===== config.mk =====
export PLATFORM = sky130hd
export DESIGN_NAME = ib32bit_fetch
export DESIGN_NICKNAME = d
export VERILOG_FILES = /design/src/rtl/ib32bit_pkg.sv /design/src/rtl/ib32bit_fetch_buf.sv /design/src/rtl/ib32bit_fetch.sv
export SDC_FILE = /design/constraint.sdc
export NUM_CORES = 1
export LEC_CHECK = 0
export ABC_AREA = 1
export ABC_CLOCK_PERIOD_IN_PS = 6600
export CORE_MARGIN = 2
export CORE_UTILIZATION = 51
export CTS_CLUSTER_SIZE = 8
export DETAILED_ROUTE_END_ITERATION = 12
export PLACE_DENSITY_LB_ADDON = 0.1
export SLEW_MARGIN = 0
export SYNTH_ARGS = -nofsm -noshare
export SYNTH_HDL_FRONTEND = slang
export SYNTH_SLANG_ARGS = --single-unit
export TNS_END_PERCENT = 30

===== constraint.sdc =====
create_clock -name clk -period 6.6 [get_ports clk]
set_input_delay 0.66 -clock clk [delete_from_list [all_inputs] [get_ports clk]]
set_output_delay 0.66 -clock clk [all_outputs]
set_load 0.02 [all_outputs]

===== src/rtl/ib32bit_pkg.sv =====
// Shared definitions for the ib32bit instruction fetch stage: default widths
// and the {instruction, PC} entry carried through the fetch buffer.
package ib32bit_pkg;

    localparam int IB_AWIDTH = 6;
    localparam int IB_DWIDTH = 32;

    typedef struct packed {
        logic [IB_DWIDTH-1:0] data;
        logic [IB_AWIDTH-1:0] pc;
    } fetch_entry_t;

endpackage


===== src/rtl/ib32bit_fetch_buf.sv =====
// Two-entry holding buffer in front of decode: the IR register plus a one-entry
// skid that absorbs the single read still returning when decode stalls.
module ib32bit_fetch_buf
    import ib32bit_pkg::*;
(
    input  logic         clk,
    input  logic         rst,
    input  logic         push_i,
    input  fetch_entry_t push_entry_i,
    input  logic         pop_i,
    input  logic         flush_i,
    output logic         ir_valid_o,
    output fetch_entry_t ir_entry_o,
    output logic         full_o,
    output logic [1:0]   occupancy_o
);

    logic         ir_valid_q,   ir_valid_d;
    fetch_entry_t ir_entry_q,   ir_entry_d;
    logic         skid_valid_q, skid_valid_d;
    fetch_entry_t skid_entry_q, skid_entry_d;

    always_comb begin
        ir_valid_d   = ir_valid_q;
        ir_entry_d   = ir_entry_q;
        skid_valid_d = skid_valid_q;
        skid_entry_d = skid_entry_q;
        if (flush_i) begin
            ir_valid_d   = 1'b0;
            skid_valid_d = 1'b0;
        end else if (pop_i && skid_valid_q) begin
            // Skid entry is older than anything returning, so it moves up first.
            ir_valid_d   = 1'b1;
            ir_entry_d   = skid_entry_q;
            skid_valid_d = push_i;
            if (push_i) begin
                skid_entry_d = push_entry_i;
            end
        end else if (pop_i || !ir_valid_q) begin
            ir_valid_d = push_i;
            if (push_i) begin
                ir_entry_d = push_entry_i;
            end
        end else if (push_i) begin
            skid_valid_d = 1'b1;
            skid_entry_d = push_entry_i;
        end
    end

    always_ff @(posedge clk) begin
        if (rst) begin
            ir_valid_q   <= 1'b0;
            skid_valid_q <= 1'b0;
            ir_entry_q   <= '0;
        end else begin
            ir_valid_q   <= ir_valid_d;
            skid_valid_q <= skid_valid_d;
            ir_entry_q   <= ir_entry_d;
        end
    end

    // Skid payload is only meaningful while skid_valid_q is set.
    always_ff @(posedge clk) begin
        skid_entry_q <= skid_entry_d;
    end

    assign ir_valid_o  = ir_valid_q;
    assign ir_entry_o  = ir_entry_q;
    assign full_o      = ir_valid_q & skid_valid_q;
    assign occupancy_o = {1'b0, ir_valid_q} + {1'b0, skid_valid_q};

    assert property (@(posedge clk) disable iff (rst)
        !(push_i && !pop_i && !flush_i && ir_valid_q && skid_valid_q));

endmodule


===== src/rtl/ib32bit_fetch.sv =====
// Instruction fetch: next-PC selection, memory read issue, in-flight tracking
// and squash on redirect; fetched words are held for decode in ib32bit_fetch_buf.
module ib32bit_fetch
    import ib32bit_pkg::*;
#(
    parameter int AWIDTH = IB_AWIDTH,
    parameter int DWIDTH = IB_DWIDTH
) (
    input  logic              clk,
    input  logic              rst,
    input  logic [AWIDTH-1:0] pc,
    output logic [AWIDTH-1:0] next_pc,
    output logic [AWIDTH-1:0] imem_addr,
    input  logic [DWIDTH-1:0] imem_rdata,
    input  logic              br_taken,
    input  logic [AWIDTH-1:0] br_target,
    input  logic              jmp,
    input  logic [AWIDTH-1:0] jmp_target,
    output logic              ir_valid,
    output logic [DWIDTH-1:0] ir_data,
    output logic [AWIDTH-1:0] ir_pc,
    input  logic              ir_ready
);

    logic              inflight_q,    inflight_d;
    logic [AWIDTH-1:0] inflight_pc_q, inflight_pc_d;

    logic         redirect;
    logic         deq;
    logic         issue;
    logic         push;
    logic [1:0]   count;
    logic [1:0]   in_use;
    logic [1:0]   buf_occupancy;
    logic         buf_full;
    fetch_entry_t push_entry;
    fetch_entry_t ir_entry;

    assign redirect  = br_taken | jmp;
    assign deq       = ir_valid & ir_ready;
    assign count     = buf_occupancy + {1'b0, inflight_q};
    // A dequeue this cycle frees a slot in time for the word issued now.
    assign in_use    = count - {1'b0, deq};
    assign issue     = !rst && !redirect && (in_use < 2'd2);
    assign push      = inflight_q & !redirect;
    assign imem_addr = pc;

    always_comb begin
        next_pc = pc;
        if (rst) begin
            next_pc = '0;
        end else if (br_taken) begin
            next_pc = br_target;
        end else if (jmp) begin
            next_pc = jmp_target;
        end else if (issue) begin
            next_pc = pc + AWIDTH'(1);
        end
    end

    assign inflight_d    = issue;
    assign inflight_pc_d = issue ? pc : inflight_pc_q;

    always_ff @(posedge clk) begin
        if (rst) begin
            inflight_q <= 1'b0;
        end else begin
            inflight_q <= inflight_d;
        end
    end

    always_ff @(posedge clk) begin
        inflight_pc_q <= inflight_pc_d;
    end

    assign push_entry = '{data: imem_rdata, pc: inflight_pc_q};

    ib32bit_fetch_buf u_buf (
        .clk          (clk),
        .rst          (rst),
        .push_i       (push),
        .push_entry_i (push_entry),
        .pop_i        (deq),
        .flush_i      (redirect),
        .ir_valid_o   (ir_valid),
        .ir_entry_o   (ir_entry),
        .full_o       (buf_full),
        .occupancy_o  (buf_occupancy)
    );

    assign ir_data = ir_entry.data;
    assign ir_pc   = ir_entry.pc;

    assert property (@(posedge clk) disable iff (rst) !(buf_full && inflight_q));

endmodule


==> summary.md, run 1 <==
| Metric | Value |
|---|---|
| H-tree levels | 3 |
| Fraction of the mapped netlist area in compound gates | approximately an eighth |
| Largest net degree at the start of global routing | 77 |
| Port buffer count | 105 |
| Core area | 6870 sq um |
| Mapped Cells | 347 |
| Gpl congestion | 0.830 |
| CTS max path bufs | 2 |
| Die Y | about 89 um |
| PD cells | 207 nW/um^2 |
| Switch Pwr | 0.220 mW |
| Most used cell, CP | nand2_1 |
| Crit end category | output port |
| Post-synthesis sequential area ratio | approximately three fifths |
| Layout net count | 501 |
| Total track usage | between 20% and 30% |
| Setup CP Type | input pin to output port |
| Clk pin slew, worst setup/hold paths | 0.07 ns |
| Clock power frac | between 30% and 40% |
| Maximum vdd drop | 0.130 mV |
| Worst-skew pair later-pin latency | 0.34 ns |
| Ys Warns | 0 |
| Synth Area in Adders | 1.37% |
| Post-route DRC | 0 |
| Setup Skew | approximately 0.011 ns |
| Netlist cell types | 24 |
| WP data arrival | 3.22 ns |
| Relative slew slack | 38.5% |
| #FFs+latches synth | 85 |
| Final Power | about 1 mW |
| DP Wirelength | 5090 um |
| X dimension of the die | 88.5 um |
| Combinational group share of total power | 10.5% |
| Post-CTS sizing | 0 |
| Die area | 7840 sq um |
| Static Leak | 1.96 nW |
| Post-Synth XOR/XNOR Area | 0.240% |
| Sequential Area | 2140 sq um |
| Crit path cell chain | clkdlybuf4s50_1 > nand2_1 > inv_1 > ha_1 > inv_1 > ha_1 > nand2_1 > nand2_1 > nand2_1 > nand3_2 > inv_1 > nand2_1 > nand3_1 > nand2_1 > inv_1 > clkdlybuf4s50_1 |
| Ports | about 110 |
| Vias in the first global route | 2651 |
| Commonest cells after routing, fill and taps aside | 105 x clkdlybuf4s50_1, 74 x nand2_1, 44 x edfxtp_1, 41 x dfxtp_1, 30 x nand3_1 |
| Clock buffer count from CTS | 9 |
| Max cap viols | 0 |
| Initial antenna violation count | 0 |
| Max Clock Freq | 258 MHz |
| First-pass GRT wire length | 12100 um |
| Setup_tns | 0 ns |
| Final WL | 7560 um |
| HP Class | flop to flop |
| Fillers | 540 |
| Multi-input logic area | 1260 sq um |
| Largest family of logic cells by synthesized area | simple AND/OR/NAND/NOR gates |
| Vias per cell | 5.25 |
| CP max stage delay | between 0.5 and 0.6 ns |
| Post-Syn Area | approximately 3600 sq um |
| CTS root buf | clkbuf_8 |
| RSZ-0062 raised after global routing | false |
| Post-CTS Setup Bufs | 0 |
| Diodes inserted | 0 |
| Syn nets | 406 |
| CP Data Required Time | between 5 and 6 ns |
| Starting density of the core | 53.1% |
| Flop2flop setup slack | 3.14 ns |
| Sequential power share | around 56% |
| Drt initial violations | between 100 and 150 |
| Area Growth Syn to Fin | 33.6% |
| Drt pass-1 iters | 4 |
| Min Clock Period, post-route | 3.88 ns |
| Status | complete, no violations |
| Simple-gate share of the synthesized area | between 10% and 20% |
| DR WL/cell | roughly 14 um |
| Final setup fails | 0 |
| Worst Tran Pin Value | just over 0.9 ns |
| CP max FO | 7 |
| Hold buffers post-CTS | 0 |
| Row cnt | 30 |
| Critical path's slowest cell | clkdlybuf4s50_1 |
| Final period util | between 50% and 60% |
| Clk sink count | 85 |
| Post-DRT Antenna Nets | 0 |
| Final slew viol count | 0 |
| Layout cells sized above 1 | 7.62% |
| Worst setup SP type | input pin |
| Synth Area per Inst | about 11 sq um |
| Final hold viol count | 0 |
| TritonCTS clock tree | yes |
| Sw frac | between 20 and 25% |
| Gr ovfl total | 0 |
| Total number of vias | 2844 |
| Most common cell after layout, fill and taps aside | clkdlybuf4s50_1 |
| Post-synthesis mux area share | 3.57% |
| Int Pwr | a little under 0.8 mW |
[flip-flops by register name, indices dropped and copies added (netlist names)]
signal and flops:
u_buf.skid_valid_q 1, inflight_pc_q 6, u_buf.ir_valid_o 1, inflight_q 1
u_buf.ir_entry_o 38, u_buf.skid_entry_q 38
[path summary, 6_finish.rpt]
| check | startpoint | cells after the start | endpoint |
|---|---|---|---|
| min reg2reg | inflight_pc_q[2] | 0 | u_buf.skid_entry_q[2] |
| max | ir_ready | 16 | next_pc[1] |
| min | inflight_pc_q[2] | 0 | u_buf.skid_entry_q[2] |
| max reg2reg | u_buf.ir_valid_o | 8 | u_buf.skid_entry_q[28] |
[per-layer routing]
metal / vias to the layer above / routed length [um] / global-route usage [%]
li1: 1402 / - / -
met1: 1342 / 3440 / 27.0
met2: 95 / 3640 / 32.3
met3: 5 / 414 / 4.85
met4: 0 / 68 / 7.16
met5: - / 0 / 0
[stage by stage]
| step | hold WS, ns | cells | setup slack, ns | util, % | area (sq um) |
|---|---|---|---|---|---|
| after global placement | 0.437 | 527 | 2.41 | 68.3 | 4690 |
| after CTS | 0.457 | 542 | 2.70 | 70.9 | 4870 |
| after floorplan | 0.426 | 347 | 3.81 | - | 3640 |
| after global routing | 0.463 | 542 | 2.43 | 70.9 | 4870 |
| after detailed placement | 0.439 | 527 | 2.33 | 68.3 | 4690 |
| final | 0.454 | 542 | 2.72 | 70.9 | 4870 |
[cells by family after synthesis]
family,Yosys count
AO/OA/AOI/OAI,65
multiplexers,13
XOR/XNOR,1
buffers and inverters,48
adder cells (fa/ha/maj),4
flip-flops,85
AND/OR/NAND/NOR,131
[Yosys cell counts (all sizes together)]
master / instances / area [sq um]
nand2: 76 / 295
edfxtp: 44 / 1320
dfxtp: 41 / 821
nand3: 41 / 260
o211a: 25 / 250
inv: 23 / 86.3
a21oi: 20 / 100
o21ai: 20 / 100
buf: 16 / 120
mux2i: 13 / 130
clkbuf: 8 / 30.0
nor2: 7 / 28.8
ha: 4 / 50.1
nor3: 4 / 20.0
nand4: 3 / 18.8
clkinv: 1 / 3.75
xnor2: 1 / 8.76
[power by group through the flow]
stage / registers (mW) / logic, mW / clock network (mW)
finish: 0.564 / 0.106 / 0.340
global route: 0.565 / 0.115 / 0.372
CTS: 0.564 / 0.107 / 0.350
detailed placement: 0.576 / 0.106 / 0
global placement: 0.576 / 0.105 / 0
floorplan: 0.582 / 0.0390 / 0
[critical path, delay by kind of cell]
kind | cells | cell delay, ns
buffers and inverters | 6 | 1.40
and+or+nand+nor | 8 | 0.63
adders and majority gates | 2 | 0.52
[area by class of cell]
type | count | area share (%)
flip-flops and latches | 85 | 44.0
clock inverters | 4 | 1.00
repair buffers | 108 | 22.0
well taps | 96 | 2.47
multi-input cells | 214 | 26.0
inverters | 24 | 1.85
clock buffers | 11 | 2.70
(Power assumes the default switching activity.)
==> run 2: changes to the inputs <==
Settings changed: ABC_CLOCK_PERIOD_IN_PS 6600 to 3500, CORE_UTILIZATION 51 to 43.
Clock period 6.6 ns to 3.5 ns, I/O delays scaled along.
==> run 2 against run 1 <==
Effect of this change:
- sequential power increased by 88%
- final cell count is 2.6% higher
- global-route usage fell by 2.7 points
- wire length is 3.6% higher
==> summary.md, run 2 (synthesis gave the netlist of run 1 again) <==
| Metric | Value |
|---|---|
| Status | complete, no violations |
| Crit end category | output port |
| Final hold viol count | 0 (unchanged) |
| HP Class | flop to flop |
| RSZ-0062 raised after global routing | false |
| Sequential Area | 2140 sq um (unchanged) |
| Critical path's slowest cell | clkdlybuf4s50_1 |
| Drt initial violations | 130 (+13%) |
| Layout net count | 505 (+0.80%) |
| Maximum vdd drop | 0.204 mV (+56%) |
| Gpl congestion | 0.790 (-4.8%) |
| Row cnt | 33 (+10%) |
| Setup WS pre-CTS | 0.331 ns (-2.00 ns) |
| Ports | 106 (unchanged) |
| Diodes inserted | 0 (unchanged) |
| Worst Tran Pin Value | 0.530 ns (-0.392 ns) |
| Fillers | 720 (+33%) |
| Static Leak | 2.00 nW (+1.7%) |
| Drt pass-1 iters | 4 (unchanged) |
| Largest net degree at the start of global routing | 77 (unchanged) |
| Area Growth Syn to Fin | 36.1% |
| CP max stage delay | 0.63 ns (+0.04 ns) |
| Setup_tns | 0 ns (unchanged) |
| Initial antenna violation count | 0 (unchanged) |
| Most common cell after layout, fill and taps aside | clkdlybuf4s50_1 |
| Max cap viols | 0 (unchanged) |
| Final instance area | 4960 sq um (+1.8%) |
| First-pass GRT wire length | 12400 um (+2.0%) |
| Final period util | 90.7% |
| Setup Skew | 0.0140 ns (+0.00317 ns) |
| CTS root buf | clkbuf_8 |
| Total track usage | 17.5% (-2.7 points) |
| Core area | 8220 sq um (+20%) |
| Vias per cell | 4.96 (-5.4%) |
| Min setup slack post-route | 0.324 ns (-2.39 ns) |
| Max Clock Freq | about 310 MHz |
| DP Wirelength | 5150 um (+1.3%) |
| Worst setup SP type | input pin |
| Post-CTS sizing | 0 (unchanged) |
| CP max FO | 7 (unchanged) |
| Clock buffer count from CTS | 9 (unchanged) |
| Commonest cells after routing, fill and taps aside | 105 x clkdlybuf4s50_1, 74 x nand2_1, 44 x edfxtp_1, 41 x dfxtp_1, 30 x nand3_1 |
| Final slew viol count | 0 (unchanged) |
| Final WL | 7840 um (+3.6%) |
| H-tree levels | 3 (unchanged) |
| WP data arrival | 2.83 ns (-0.39 ns) |
| Final setup fails | 0 (unchanged) |
| Hold buffers post-CTS | 0 (unchanged) |
| Hold slack | 0.443 ns (-0.0113 ns) |
| Layout cells sized above 1 | 8.65% (+1.0 points) |
| Relative slew slack | 64.6% (+26 points) |
| Post-CTS Setup Bufs | 0 (unchanged) |
| Vias in the first global route | 2598 (-2.0%) |
| TritonCTS clock tree | yes |
| Gr ovfl total | 0 (unchanged) |
| Post-route DRC | 0 (unchanged) |
| X dimension of the die | 96.1 um (+8.5%) |
| Dpl cell area | 4740 sq um (+1.1%) |
| Post-DRT Antenna Nets | 0 (unchanged) |
| DR WL/cell | 14.1 um (+1.0%) |
| Total number of vias | 2759 (-3.0%) |
| Most used cell, CP | nand2_1 |
| Starting density of the core | 44.4% (-8.7 points) |
| Clk sink count | 85 (unchanged) |
| Crit path cell chain | clkdlybuf4s50_1 > nand2_1 > inv_1 > ha_1 > inv_1 > ha_1 > nand2_1 > nand2_1 > nand2_1 > nand2_1 > nand3_1 > nand3_1 > a21oi_1 > clkdlybuf4s50_1 |
| Die Y | 96.1 um (+8.5%) |
| Clk pin slew, worst setup/hold paths | 0.08 ns (about the same) |
| Worst-skew pair later-pin latency | 0.34 ns (about the same) |
| CTS max path bufs | 2 (unchanged) |
| Die area | 9230 sq um (+18%) |
| CP Data Required Time | 3.15 ns (-2.79 ns) |
| PD cells | 405 nW/um^2 (+95%) |
| Multi-input logic area | 1260 sq um (unchanged) |
| Setup CP Type | input pin to output port |
| Port buffer count | 105 (unchanged) |
| Min Clock Period, post-route | 3.18 ns |
==> run 2: worst paths after layout <==
kind	from	to	slack (ns)	cells after the start
worst min register to register	inflight_pc_q[5]	u_buf.skid_entry_q[5]	0.44	0
worst max register to register	u_buf.ir_valid_o	inflight_pc_q[5]	1.56	11
worst max-delay path	ir_ready	next_pc[4]	0.32	14
worst min-delay path	inflight_pc_q[5]	u_buf.skid_entry_q[5]	0.44	0
==> run 2: cell type report <==
cell class,instances,share of cell area (%)
inverter,24,1.82
clock inverter,5,1.69
timing repair buffer,112,22.5
tap,105,2.65
multi-input combinational,214,25.5
sequential,85,43.2
clock buffer,11,2.65
==> run 2: where the power goes <==
part | switching [mW] | leakage, nW | internal (mW)
Combinational | 0.0921 | 1.17 | 0.109
Sequential | 0.00648 | 0.728 | 1.06
Clock | 0.338 | 0.100 | 0.405
==> run 2: critical path: cells and delay by family <==
family | cells | cell delay (ns)
simple gates | 7 | 0.64
buf+inv | 4 | 1.15
fa+ha+maj | 2 | 0.54
compound gates | 1 | 0.15
==> run 2: layer usage <==
metal / share of wire [%] / global-route usage [%] / vias to the layer above / wire (um)
met3: 6.0 / 4.70 / 4 / 470
met2: 47 / 28.2 / 76 / 3690
met5: 0 / 0 / - / 0
li1: - / - / 1407 / -
met4: 0.74 / 5.00 / 0 / 58
met1: 46 / 23.1 / 1272 / 3610
==> run 2: stage by stage <==
stage / total power, mW / utilization, % / instances
6_report: 2.01 / 60.4 / 556
2_1_floorplan: 1.17 / - / 347
3_3_place_gp: 1.29 / 57.7 / 540
3_5_place_dp: 1.29 / 57.7 / 540
4_1_cts: 2.03 / 60.4 / 556
5_1_grt: 2.09 / 60.4 / 556
==> run 3: changes to the inputs <==
Settings changed: ABC_CLOCK_PERIOD_IN_PS 3500 to 3800, CORE_UTILIZATION 43 to 51, TNS_END_PERCENT 30 to 5.
Clock period 3.5 ns to 3.8 ns, I/O delays scaled along.
==> run 3 against run 2 <==
Effect of this change:
- global-route usage grew 2.7 points
- final area fell by 0.68%
- clock-buffer cell count stayed put
- worst hold slack gained 0.0090 ns
- die area decreased by 15%
- total power shrank 11%
- setup slack improved by 0.15 ns
- combinational power fell by 8%
- largest cell class unchanged
==> summary.md, run 3 (synthesis gave the netlist of run 1 again) <==
| Metric | Value |
|---|---|
| Status | complete, no violations |
| Worst Tran Pin Value | 0.911 ns (+0.381 ns) |
| Setup_tns | 0 ns (unchanged) |
| CP Data Required Time | 3.42 ns (+0.27 ns) |
| Ports | 106 (unchanged) |
| Post-route DRC | 0 (unchanged) |
| WP data arrival | 2.95 ns (+0.12 ns) |
| Total track usage | 20.1% (+2.7 points) |
| HP Start | inflight_pc_q[3] |
| Gr ovfl total | 0 (unchanged) |
| HP Class | flop to flop |
| Clock buffer count from CTS | 9 (unchanged) |
| Commonest cells after routing, fill and taps aside | 105 x clkdlybuf4s50_1, 74 x nand2_1, 44 x edfxtp_1, 41 x dfxtp_1, 30 x nand3_1 |
| Initial antenna violation count | 0 (unchanged) |
| Post-DRT Antenna Nets | 0 (unchanged) |
| Vias per cell | 5.16 (+4.0%) |
| Most common cell after layout, fill and taps aside | clkdlybuf4s50_1 |
| Final slew viol count | 0 (unchanged) |
| PD cells | 361 nW/um^2 (-11%) |
| Post-route insts no fill | 547 (-1.6%) |
| Reg2reg start | u_buf.ir_valid_o |
| Final period util | 87.5% |
| Flop2flop setup slack | 1.32 ns (-0.24 ns) |
| Post-CTS Setup Bufs | 0 (unchanged) |
| Final setup fails | 0 (unchanged) |
| Max cap viols | 0 (unchanged) |
| Area Growth Syn to Fin | 35.2% |
| Relative slew slack | 38.9% (-26 points) |
| Clk pin slew, worst setup/hold paths | 0.08 ns (about the same) |
| CTS max path bufs | 2 (unchanged) |
| Fillers | 550 (-24%) |
| Final WL | 7760 um (-1.0%) |
| Final hold viol count | 0 (unchanged) |
| Setup crit start | ir_ready |
| TritonCTS clock tree | yes |
| Setup Skew | 0.0100 ns (-0.00395 ns) |
| First-pass GRT wire length | 12200 um (-1.4%) |
| CTS root buf | clkbuf_8 |
| Max Clock Freq | 301 MHz |
| Port buffer count | 105 (unchanged) |
| Layout cells sized above 1 | 8.65% (unchanged) |
| H-tree levels | 3 (unchanged) |
| Sequential Area | 2140 sq um (unchanged) |
| Crit end category | output port |
| Gpl congestion | 0.841 (+6.4%) |
| Core area | 6870 sq um (-16%) |
| DR WL/cell | 14.2 um (+0.61%) |
| Hold buffers post-CTS | 0 (unchanged) |
| Static Leak | 2.00 nW (about the same) |
| Layout net count | 505 (unchanged) |
| Post-Place Cells | 531 (-1.7%) |
| Diodes inserted | 0 (unchanged) |
| Min Clock Period, post-route | 3.33 ns |
| Total number of vias | 2823 (+2.3%) |
| Setup CP Type | input pin to output port |
| Die area | 7840 sq um (-15%) |
| Largest net degree at the start of global routing | 30 (-61%) |
| Hold slack | 0.452 ns (+0.00899 ns) |
| Worst setup SP type | input pin |
| CP max FO | 7 (unchanged) |
| Worst-skew pair later-pin latency | 0.34 ns (about the same) |
| Drt pass-1 iters | 4 (unchanged) |
| Post-CTS sizing | 0 (unchanged) |
| Final Power | 1.78 mW (-11%) |
| Drt initial violations | 84 (-35%) |
| Die Y | 88.5 um (-7.8%) |
| Multi-input logic area | 1260 sq um (unchanged) |
| Starting density of the core | 53.1% (+8.7 points) |
| X dimension of the die | 88.5 um (-7.8%) |
| RSZ-0062 raised after global routing | false |
| DP Wirelength | 5320 um (+3.3%) |
| Vias in the first global route | 2672 (+2.8%) |
| Row cnt | 30 (-9.1%) |
| Clk sink count | 85 (unchanged) |
| Maximum vdd drop | 0.223 mV (+9.3%) |
## run 3: cell types whose count changed in the layout (fill, tap and decap cells not counted)
cell and delta:
clkinvlp_4 -2, inv_6 -1, bufinv_16 -1, clkinv_4 +3, clkinv_2 +1
## run 3: where the power goes
part,switching [mW],internal [mW]
Sequential,0.00585,0.974
Clock,0.308,0.307
Combinational,0.0846,0.0995
## run 3: area by class of cell
type                    count  share of cell area, %
inverters                  24                   1.83
well taps                  96                   2.44
flip-flops and latches     85                   43.5
multi-input cells         214                   25.7
clock inverters             5                   1.24
clock buffers              11                   2.67
repair buffers            112                   22.7
## run 3: worst max-delay path: stages
cell and delay (ns):
clkdlybuf4s50_1 0.42, nand2_1 0.08, inv_1 0.06, ha_1 0.26, inv_1 0.04, ha_1 0.26
nand2_1 0.10, nand2_1 0.08, nand2_1 0.07, nand3_2 0.11, inv_1 0.25, nand2_1 0.08
nand3_1 0.07, nand2_1 0.05, inv_1 0.05, clkdlybuf4s50_1 0.59
## run 3: metal layers
metal | share of wire, % | global-route usage [%] | vias to the layer above
met5 | 0 | 0 | -
met4 | 0.74 | 5.37 | 0
met3 | 5.4 | 5.13 | 7
met2 | 49 | 34.5 | 80
met1 | 44 | 25.5 | 1326
li1 | - | - | 1410
## run 3: stage by stage
step,worst slack (ns),utilization [%],area (sq um)
2_1_floorplan,1.51,-,3640
3_3_place_gp,0.540,68.9,4730
3_5_place_dp,0.459,68.9,4730
4_1_cts,0.469,71.7,4930
5_1_grt,0.281,71.7,4930
6_report,0.475,71.7,4930
## run 3: path summary, 6_finish.rpt
path	depth (start not counted)	end
min reg2reg	0	u_buf.skid_entry_q[3]
max reg2reg	8	u_buf.skid_entry_q[36]
min	0	u_buf.skid_entry_q[3]
max	16	next_pc[1]
